[config.mk]
export PLATFORM = sky130hd
export DESIGN_NAME = tug_round_arbiter
export DESIGN_NICKNAME = d
export VERILOG_FILES = /design/src/rtl/tug_round_arbiter.sv
export SDC_FILE = /design/constraint.sdc
export NUM_CORES = 1
export LEC_CHECK = 0
export ABC_CLOCK_PERIOD_IN_PS = 2400
export CAP_MARGIN = 20
export CORE_MARGIN = 4
export CORE_UTILIZATION = 50
export CTS_BUF_LIST = sky130_fd_sc_hd__clkbuf_16
export DETAILED_ROUTE_END_ITERATION = 10
export DONT_BUFFER_PORTS = 1
export PLACE_DENSITY_LB_ADDON = 0.1
export SYNTH_ARGS = -nofsm -noshare
export SYNTH_HDL_FRONTEND = slang
export SYNTH_SLANG_ARGS = --single-unit
[constraint.sdc]
create_clock -name clk -period 2.4 [get_ports clk]
set_input_delay 0.48 -clock clk [delete_from_list [all_inputs] [get_ports clk]]
set_output_delay 0.48 -clock clk [all_outputs]
set_load 0.005 [all_outputs]
[src/rtl/tug_round_arbiter.sv]
// tug_round_arbiter: Tug of War round sequencer; countdown, go lamp, first push moves the rope.
// Optional FALSE_START_EN: a push during the countdown awards the round to the opponent.
module tug_round_arbiter #(
  parameter int HALF      = 4,
  parameter int DELAY_CYC = 50,
  parameter int HOLD_CYC  = 20
) (
  input  logic            clk,
  input  logic            rst,
  input  logic            start,
  input  logic            lpush,
  input  logic            rpush,
  output logic [2*HALF:0] leds,
  output logic            go,
  output logic [1:0]      rndres,
  output logic [1:0]      winner,
  output logic            busy
);
  localparam int N  = 2*HALF+1;
  localparam int PW = $clog2(N);
  localparam int CW = $clog2(DELAY_CYC > HOLD_CYC ? DELAY_CYC : HOLD_CYC) + 1;
  localparam logic [PW-1:0] MID = PW'(HALF);
  localparam logic [PW-1:0] TOP = PW'(2*HALF);
  localparam logic [CW-1:0] DLY = CW'(DELAY_CYC-1);
  localparam logic [CW-1:0] HLD = CW'(HOLD_CYC-1);
  typedef enum logic [2:0] {IDLE, COUNTDOWN, ARMED, RESULT, DONE} state_e;
  state_e        state_q, state_d;
  logic [CW-1:0] cnt_q, cnt_d;
  logic [PW-1:0] pos_q, pos_d;
  logic [1:0]    rndres_q, rndres_d, winner_q, winner_d;
  logic [N-1:0]  leds_q, leds_d;
  logic          go_q, go_d, busy_q, busy_d;
  always_ff @(posedge clk) begin
    if (rst) begin
      state_q  <= IDLE;
      cnt_q    <= '0;
      pos_q    <= MID;
      rndres_q <= 2'b00;
      winner_q <= 2'b00;
      leds_q   <= N'(1) << HALF;
      go_q     <= 1'b0;
      busy_q   <= 1'b0;
    end else begin
      state_q  <= state_d;
      cnt_q    <= cnt_d;
      pos_q    <= pos_d;
      rndres_q <= rndres_d;
      winner_q <= winner_d;
      leds_q   <= leds_d;
      go_q     <= go_d;
      busy_q   <= busy_d;
    end
  end
  always_comb begin
    state_d  = state_q;
    cnt_d    = cnt_q;
    pos_d    = pos_q;
    rndres_d = rndres_q;
    winner_d = winner_q;
    case (state_q)
      IDLE, DONE: if (start) begin
        state_d  = COUNTDOWN;
        cnt_d    = DLY;
        pos_d    = MID;
        rndres_d = 2'b00;
        winner_d = 2'b00;
      end
      COUNTDOWN: begin
        cnt_d   = (cnt_q == '0) ? cnt_q : cnt_q - 1'b1;
        state_d = (cnt_q == '0) ? ARMED : COUNTDOWN;
`ifdef FALSE_START_EN
        // a jumped start hands the point to the other player
        if (lpush || rpush) begin
          state_d  = RESULT;
          cnt_d    = HLD;
          rndres_d = {lpush, rpush};
          pos_d    = (lpush && !rpush) ? pos_q + 1'b1 : (rpush && !lpush) ? pos_q - 1'b1 : pos_q;
        end
`endif
      end
      ARMED: if (lpush || rpush) begin
        state_d  = RESULT;
        cnt_d    = HLD;
        rndres_d = {rpush, lpush};
        pos_d    = (lpush && !rpush) ? pos_q - 1'b1 : (rpush && !lpush) ? pos_q + 1'b1 : pos_q;
      end
      RESULT: begin
        cnt_d = cnt_q - 1'b1;
        if (cnt_q == '0) begin
          state_d  = (pos_q == '0 || pos_q == TOP) ? DONE : COUNTDOWN;
          cnt_d    = DLY;
          winner_d = (pos_q == '0) ? 2'b01 : (pos_q == TOP) ? 2'b10 : 2'b00;
        end
      end
      default: state_d = IDLE;
    endcase
  end
  always_comb begin
    leds_d = N'(1) << pos_d;
    go_d   = state_d == ARMED;
    busy_d = state_d inside {COUNTDOWN, ARMED, RESULT};
  end
  assign leds   = leds_q;
  assign go     = go_q;
  assign rndres = rndres_q;
  assign winner = winner_q;
  assign busy   = busy_q;
endmodule

# Yosys cells after proc, flatten, opt, wreduce, memory -nomap -nowiden
# Cells that the tools add are included.
totals:
  regBits: 29
  wordCells: 64
  out_inout_bits: 15
  input_bits: 5
classes:
  reduce_logical: 17
  eq_ne: 12
  muxes: 23
  add_sub_neg: 3
  n_shift: 1
ops:
  columns: ["cell", "count"]
  rows:
  - ["2-to-1 mux 7 bit", 4]
  - ["one-hot mux 7 bit (4 select lines)", 1]
  - ["2-to-1 mux 4 bit", 4]
  - ["== test 3 x 2 -> 1 bit, second input constant", 4]
  - ["2-to-1 mux 2 bit", 6]
  - ["2-to-1 mux 3 bit", 4]
  - ["one-hot mux 3 bit (4 select lines)", 1]
  - ["left shift 1 x 4 -> 9 bit, first input constant", 1]
  - ["!= test 2 bit, second input constant", 4]
  - ["one-hot mux 2 bit (2 select lines)", 2]
  - ["one-hot mux 4 bit (2 select lines)", 1]
  - ["zero test 7 bit", 1]
  - ["subtractor 7 x 1 -> 7 bit, second input constant", 1]
  - ["== test 3 x 1 -> 1 bit, second input constant", 2]
  - ["AND reduction 3 bit", 2]
  - ["adder 4 x 1 -> 4 bit, second input constant", 1]
  - ["== test 4 bit, second input constant", 1]
  - ["zero test 4 bit", 1]
  - ["AND reduction 4 bit", 1]
  - ["nonzero test 2 bit", 2]
  - ["nonzero test 4 bit", 1]
  - ["subtractor 4 x 1 -> 4 bit, second input constant", 1]
  - ["== test 3 bit, second input constant", 1]
  - ["zero test 3 bit", 1]
  - ["other kinds (5)", 8]

# Depth between registers and ports, before layout
depth:
  ltp_word: 7
  mapped_depth: 8
  mapped_depth_nobuf: 7

# Worst setup path before layout
# No wires, ideal clock.
synth_timing:
  path_kind: "register to register"
  start: "register state_q[1]"
  end: "register leds_q[6] (netlist: leds[6])"
  path_slack_ns: 0.564
  stages_incl_launch_ff: 8
  setup_ns: 0.078
  path_buffers: 2
  t_required_ns: 2.322
  period_less_slack_ns: 1.836
  arrival_time_ns: 1.758
  path_cell_list: "dfxtp_1 -> buf_4 -> or3b_1 -> buf_6 -> a21oi_2 -> mux2i_1 -> or2b_1 -> nor3_1"
synth_via:
  elab_chain_len: 4
  elab_cells_between_ends: 6
synth_lines:
  columns: ["element", "line", "rtl"]
  rows:
  - ["start, declared", "27", "state_e state_q, state_d;"]
  - ["start signal, assigned", "44", "state_q <= state_d;"]
  - ["== test 3 bit / zero test 3 bit (equally long branches)", "60", "case (state_q)"]
  - ["OR reduction 2 bit", "60", null]
  - ["one-hot mux 4 bit (2 select lines) (*)", "60", null]
  - ["left shift 1 x 4 -> 9 bit (*)", "99", "leds_d = N'(1) << pos_d;"]
  - ["end signal, assigned", "40", "leds_q <= N'(1) << HALF;"]
  - ["end signal, assigned", "49", "leds_q <= leds_d;"]
  - ["end, declared", "31", "logic [N-1:0] leds_q, leds_d;"]
# Mark *: on every way between the ends. The rest lies on a longest branch, timed or not.
# A chain may end at the register's enable or synchronous reset.

# Final worst setup path
# Same ends and word-level chain as after synthesis.

==> impl_metrics.ini <==
[hold_path]
holdPathStages = 1
holdCritPathClass = input pin to register

[die]
dieArea_um2 = 3980
fp.dieH_um = 63.1
core_area_um2 = 2830
rows = 19
die_w_um = 63.1
pin_count = 20
initial_core_util_pct = 53.7

[sta]
setup_viol = 0
tns_ns = 0
hold_viol = 0
maxSlewHeadroom_pct = 62.8
fmaxAchievable_ghz = 0.472
hold_ws_ns = 0.279
min_period_ns = 2.12
slew_violations = 0
fin_skew_ns = 0.000904
timing.final.crit_share_pct = 88.2
fin_ws_ns = 0.283
rsz0062_at_grt = no
tightest_slew_ns = 0.551

[placement]
gp_congestion = 0.863
portBuffers = 0
hpwlAfterDp_um = 2250
pre_cts_slack_ns = 0.322

[drt]
drt_wl_total_um = 3150
antenna_left = 0
dr.pass1.iters = 4
vias_per_cell = 6.00
wl_met3_um = 131
highest_layer = met4
routedWlPerCell_um = 15.6
met2_wirelength_um = 1470
route.vias.total = 1213
drt-met1-wl_um = 1530
drc = 0
drtIter0Drc = 96

[synth]
ys.flop_type = dfxtp_1
synth_area_leaders = dfxtp_1 38%, nor2_1 5.4%, ha_1 3.3%
synth.distinct_cells = 52
yosys_warnings = 0
synth_fp_nets = 178
synthCells = 169
synth-seq-area-share_pct = 38.2
syn_area_um2 = 1520
synth_top_area_share_pct = 38.2
syn_area_per_cell_um2 = 8.99
async_flop_share_pct = 0
synth_edf_count = 0
ys_ff_latch = 29
synth_top_cell_by_area = dfxtp_1

[power]
vdd_drop_max_mv = 0.708
powerDensity_nw_per_um2 = 1130
p_leak_uw = 0.000636
total_power_uw = 1870

[global_route]
grt_pass1_wl_um = 5390
gr-usage-all-layers_pct = 16.9
grt_max_degree = 23
overflow = 0
grt_pass1_vias = 1135
antenna_found_initial = 0

[worst_setup_path]
critical_path.startpoint_type = register
cpPeakStageDelay_ns = 0.52
critPathRequiredTime_ns = 2.59
cpMaxStageDelayCell = or3b_1
crit_type = register to register
crit_buf_inv = 0
crit_path_cell_trace = or3b_1 -> a21oi_2 -> mux2i_1 -> or2b_1 -> nor3_1
arrival_ns = 2.31
r2r_cells = 5
crit_cells = 5
cp-end-kind = register
path_max_fanout = 9
crit_family = simple AND/OR/NAND/NOR gates

[clocking]
cts_hold_buf = 0
clock_sinks = 29
cts_max_level = 2
cts-resized-gates = 0
cts_made_buffers = 5
cts_setup_buffers = 0
cts_tree = yes
cts_root_buf = clkbuf_16
clockBufferDepth = 2
insertion_delay_ns = 0.27
path_clk_slew_ns = 0.05

[final_layout]
utilization_pct = 58.7
area_growth_pct = 9.31
layout_common_cells = 29 x dfxtp_1, 22 x nor2_1, 10 x inv_1
fin_nets = 179
antenna_cells = 0
drive_gt1_share_pct = 15.2
regArea_um2 = 581
multi_input_area_um2 = 846
layout_commonest_cell = dfxtp_1
nFillCells = 249

[run_status]
status = completed

[flow_run]
maxCapViolCount = 0
## flip-flops by register name (all words and copies together), names as in the netlist
register / count
busy: 1
pos_q: 4
go: 1
state_q: 3
rndres: 2
cnt_q: 7
leds: 9
winner: 2
## synthesized netlist by cell type, drive strengths merged (2+ instances only)
library cell / n
dfxtp: 29
nor2: 23
a21oi: 10
inv: 10
nand2: 9
nor3: 9
buf: 6
o21ai: 5
a211oi: 4
ha: 4
nand3b: 4
nor4b: 4
mux2i: 3
nand2b: 3
nor3b: 3
or3: 3
xnor2: 3
a22oi: 2
a41oi: 2
clkbuf: 2
nand3: 2
nand4: 2
nor2b: 2
nor4: 2
o211ai: 2
o21bai: 2
o22ai: 2
o2bb2ai: 2
or2: 2
or2b: 2
or3b: 2
## through the flow
stage | instances | instance area (um^2)
2_1_floorplan | 169 | 1520
3_3_place_gp | 194 | 1520
3_5_place_dp | 194 | 1520
4_1_cts | 202 | 1660
5_1_grt | 202 | 1660
6_report | 202 | 1660
## logic make-up after synthesis
kind of cell	after synthesis	synth area share, %
XOR/XNOR	4	2.31
buffers and inverters	18	6.10
adder cells (fa/ha/maj)	4	3.30
multiplexers	3	1.98
AO/OA/AOI/OAI	34	15.7
flip-flops	29	38.2
AND/OR/NAND/NOR	77	32.5
## path summary, 6_finish.rpt
check,start,end,slack (ns)
worst max-delay path,state_q[1],leds[6],0.28
worst min-delay path,rst,cnt_q[2],0.28
worst max register to register,state_q[1],leds[6],0.28
worst min register to register,winner[1],winner[1],0.48
## worst register-to-register path, cell delays in order, from the launching register on
cell and delay, ns:
dfxtp_1 0.46, or3b_1 0.53, a21oi_2 0.18, mux2i_1 0.47, or2b_1 0.29, nor3_1 0.12
## power breakdown
group | internal, uW | switching [uW]
registers | 563 | 96.9
logic | 264 | 359
clock network | 379 | 208
total | 1210 | 664
## final cells by class
type,instances,area share (%)
Clock buffer,5,7.54
Sequential cell,29,35.0
Timing Repair Buffer,2,0.904
Multi-Input combinational cell,122,50.9
Inverter,10,2.26
Tap cell,31,2.34
Clock inverter,3,1.06
## layer usage
layer	vias to the layer above	global-route usage, %
met5	-	0
met4	0	4.13
met3	2	5.15
met2	22	26.0
met1	587	23.0
li1	602	-
No activity file was read; power rests on OpenSTA's default activity.
==> RTL edit 1, RTL diff (config.mk and constraints unchanged) <==
The parameter `HOLD_CYC` goes from 20 to 40.
--- a/src/rtl/tug_round_arbiter.sv
+++ b/src/rtl/tug_round_arbiter.sv
@@ -3,7 +3,7 @@
 module tug_round_arbiter #(
   parameter int HALF      = 4,
   parameter int DELAY_CYC = 50,
-  parameter int HOLD_CYC  = 20
+  parameter int HOLD_CYC  = 40
 ) (
   input  logic            clk,
   input  logic            rst,
Function: no difference found for any inputs over 10 cycles, from zero or initial values and one cycle with rst high; that may be too few to reach the edited logic, so the function may still have changed.
==> RTL edit 1 against the original RTL <==
Design area shrank 0.98%. Worst setup slack gained 0.061 ns. Power grew 3.1%. Die area is essentially flat. Synthesized area is essentially flat. Clock skew grew 0.0025 ns. Wire length grew 1.3%. Core utilization shrank 0.57 points. Sequential share of layout area grew 0.35 points. Sequential cell count is the same. Count of clock-buffer cells in the layout is the same. Largest cell class unchanged.
==> RTL edit 1: results (changes against the original RTL) <==
- The flow ran to the end, and the final reports show no timing, DRC or antenna violations.
- The worst-case vdd ir drop was 0.000405 V (-43%).
- The number of unique standard cell types used by synthesis is 54 (+3.8%).
- The maximum number of pins on one net before global-route repair is 20 (-13%).
- After synthesis, the most frequently instantiated cells are sky130_fd_sc_hd__dfxtp_1, sky130_fd_sc_hd__a21oi_1, sky130_fd_sc_hd__nand2_1.
- The setup slack on the worst flop-to-flop path came to 0.34 ns (+0.06 ns).
- The number of fillers in the final layout was 271 (+8.8%).
- The capture point of the critical path is cnt_q[2].
- The final clock period utilization by the worst path is 85.7% (-2.5 points).
- The number of vias per cell after detailed routing is 5.94 (-1.1%).
- The overall fraction of global-route tracks in use came to 17.7% (+0.84 points).
- The start point of the critical path is cnt_q[0].
- The final core utilization is 58.1% (-0.57 points).
- By area the synthesized netlist is led by sky130_fd_sc_hd__dfxtp_1, sky130_fd_sc_hd__a21oi_1, sky130_fd_sc_hd__nand2_1.
- The routed wire length per instance came to 15.3 um (-2.1%).
- The start of the worst register-to-register path is cnt_q[0].
- The pre-CTS worst setup slack came to 0.354 ns (+0.0321 ns).
- The cell count after placement was 201 (+3.6%).
- The critical path data arrival time is 2.25 ns (-0.06 ns).
- The total leakage power came to 0.577 nW (-9.3%).
- The worst clock skew on the final layout is 0.00343 ns (+0.00252 ns).
- Among all stages on the critical path, the largest delay is contributed by sky130_fd_sc_hd__or3b_2.
- The number of global-route vias before repair is 1149 (+1.2%).
- The detailed-route wire length is 3.19 mm (+1.3%).
- The maximum fanout along the worst path is 7 (-2).
- The gate count of the mapped netlist is 180 (+6.5%).
- The layout cell share with drive strength beyond 1 came to 11.8% (-3.4 points).
[RTL edit 1: cell count changes in the layout (fill, tap and decap cells not counted), sizes merged, moves of 3 or more]
cell / delta
nor2: -14
a21oi: +6
nand2: +6
o21ai: +4
nor3: +3
nor3b: +3
[RTL edit 1: kinds of logic (layout without fill, tap and decap cells)]
family | count (synthesis) | after routing | synth area share (%)
buffers and inverters | 22 | 20 | 7.00
adder cells (fa/ha/maj) | 4 | 4 | 3.29
AND/OR/NAND/NOR | 77 | 77 | 30.5
AO/OA/AOI/OAI | 43 | 43 | 18.0
flip-flops | 29 | 29 | 38.2
multiplexers | 2 | 2 | 1.32
XOR/XNOR | 3 | 3 | 1.73
[RTL edit 1: how the worst min path moves through the flow]
| stage | slack (ns) | end |
|---|---|---|
| 2_1_floorplan | 0.45 | winner[0] |
| 3_3_place_gp | 0.46 | winner[1] |
| 3_5_place_dp | 0.46 | winner[0] |
| 4_1_cts | 0.26 | pos_q[0] |
| 5_1_grt | 0.26 | cnt_q[3] |
| 6_report | 0.27 | cnt_q[3] |
[RTL edit 1: per-layer routing]
layer  up-vias  wire (um)  GRT usage [%]
met5         -          0              0
li1        638          -              -
met4         0         56           9.09
met3         6        214           6.04
met1       569       1650           25.4
met2        28       1270           23.1
[RTL edit 1: final cells by class]
| class | count | share of cell area [%] |
|---|---|---|
| clock inverters | 3 | 1.07 |
| repair buffers | 1 | 0.457 |
| flip-flops and latches | 29 | 35.3 |
| clock buffers | 5 | 7.61 |
| inverters | 11 | 2.51 |
| well taps | 31 | 2.36 |
| multi-input cells | 129 | 50.7 |
[RTL edit 1: power breakdown]
group / total (mW) / internal (mW) / switching [mW]
Clock: 0.589 / 0.379 / 0.211
Sequential: 0.665 / 0.571 / 0.0943
Combinational: 0.674 / 0.273 / 0.400
Total: 1.93 / 1.22 / 0.706
==> RTL edit 2, RTL diff (same settings) <==
Without the edit above. Register the output `leds` once more, without a reset; this adds one clock of latency there. The other outputs are not delayed to match.
--- a/src/rtl/tug_round_arbiter.sv
+++ b/src/rtl/tug_round_arbiter.sv
@@ -100,7 +100,9 @@
     go_d   = state_d == ARMED;
     busy_d = state_d inside {COUNTDOWN, ARMED, RESULT};
   end
-  assign leds   = leds_q;
+  always_ff @(posedge clk) begin
+    leds <= leds_q;
+  end
   assign go     = go_q;
   assign rndres = rndres_q;
   assign winner = winner_q;
Function: changed (Yosys sat finds a counterexample within 4 cycles, from zero or initial values and one cycle with rst high).
==> RTL edit 2 against the original RTL <==
Worst setup slack gained 0.12 ns. Critical path depth up 1. First-iteration DRC count fell by 35%. Power up 21%. Die area increased by 6.5%. Synthesized area rose by 7.4%. Wire length rose by 1.3%. Sequential cell count up 9. Sequential power up 25%. Design area increased by 11%. Fmax rose by 5.7%. Non-clock buffer count did not move. Synthesized cell count is 5.9% higher. Largest cell class unchanged.
==> RTL edit 2: results (changes against the original RTL) <==
- The flow ran to the end, and the final reports show no timing, DRC or antenna violations.
- The layout cell share with drive strength beyond 1 was 8.20% (-7.0 points).
- The setup slack on the worst flop-to-flop path was 0.40 ns (+0.12 ns).
- The wire length of the first global-routing pass came to 5.69 mm (+5.6%).
- The global placement routability congestion is 0.885 (+2.5%).
- The critical path data arrival time is 2.20 ns (-0.11 ns).
- The number of violations reported at the end of detailed-routing iteration 0 came to 62 (-35%).
- The adder-cell share of the synthesized area came to 3.07% (-0.23 points).
- In this run the most critical hold path is launched from rst.
- The worst register-to-register path ends at leds_q[3].
- The actual slew at the worst max-slew pin is 0.622 ns (+0.0710 ns).
- The detailed-route wire length is 3.19 mm (+1.3%).
- The number of cells on the worst reg-to-reg path is 6 (+1).
- The total leakage power was 0.716 nW (+13%).
- Sorting the synthesized cells by area gives the leading types as sky130_fd_sc_hd__dfxtp_1, sky130_fd_sc_hd__nor2_1, sky130_fd_sc_hd__a21oi_1.
- The slowest stage cell on the critical path is sky130_fd_sc_hd__dfxtp_1.
- The HPWL after detailed placement is 2.24 mm (-0.63%).
- The area fraction in compound gates after synthesis came to 18.9% (+3.2 points).
- The worst clock skew on the final layout was 0.00495 ns (+0.00404 ns).
- The final hold slack is 0.270 ns (-0.00935 ns).
- The multiplexer area fraction after synthesis came to 2.53% (+0.55 points).
- The number of nets in the layout is 191 (+6.7%).
- The via total after detailed routing is 1311 (+8.1%).
- By count the netlist is led by sky130_fd_sc_hd__dfxtp_1, sky130_fd_sc_hd__nor2_1, sky130_fd_sc_hd__a21oi_1.
- The number of unique standard cell types used by synthesis is 44 (-15%).
- The overall fraction of global-route tracks in use is 17.2% (+0.30 points).
- The length of the first detailed-routing pass in iterations is 4 (unchanged).
- The number of fillers in the final layout came to 282 (+13%).
- The maximum fanout along the worst path came to 10 (+1).
- The path with the worst hold slack has its endpoint at cnt_q[2].
==> RTL edit 2: per-stage QoR <==
| step | total power, mW | setup slack, ns | std cells | area (um^2) |
|---|---|---|---|---|
| global route | 2.41 | 0.0841 | 227 | 1840 |
| global placement | 1.51 | 0.426 | 219 | 1670 |
| detailed placement | 1.52 | 0.417 | 219 | 1670 |
| floorplan | 1.36 | 0.601 | 179 | 1630 |
| CTS | 2.26 | 0.404 | 227 | 1840 |
| finish | 2.25 | 0.398 | 227 | 1840 |
==> RTL edit 2: worst max path at each step <==
stage | end | slack (ns) | start | cells past startpoint
final | leds_q[3] | 0.40 | state_q[1] | 6
after CTS | leds_q[3] | 0.40 | state_q[1] | 6
after global routing | leds_q[1] | 0.08 | pos_q[0] | 6
after global placement | leds_q[3] | 0.43 | state_q[1] | 6
after floorplan | leds_q[1] | 0.60 | rpush | 6
after detailed placement | leds_q[3] | 0.42 | state_q[1] | 6
==> RTL edit 2: routing by layer <==
metal	wire (um)	vias up	global-route usage, %
li1	-	645	-
met1	1480	617	21.8
met2	1410	44	27.1
met3	243	5	4.79
met4	55	0	8.03
met5	0	-	0
==> RTL edit 2: cell type report <==
| type | instances | area share, % |
|---|---|---|
| Clock buffer | 5 | 6.79 |
| Clock inverter | 3 | 2.44 |
| Inverter | 11 | 2.24 |
| Multi-Input combinational cell | 124 | 43.4 |
| Sequential cell | 38 | 41.3 |
| Tap cell | 44 | 2.99 |
| Timing Repair Buffer | 2 | 0.815 |
==> RTL edit 2: report_power, final <==
group          total [mW]  switching, mW  internal, mW
Sequential          0.826          0.101         0.725
Clock               0.737          0.248         0.489
Combinational       0.691          0.407         0.283
Total                2.25          0.756          1.50
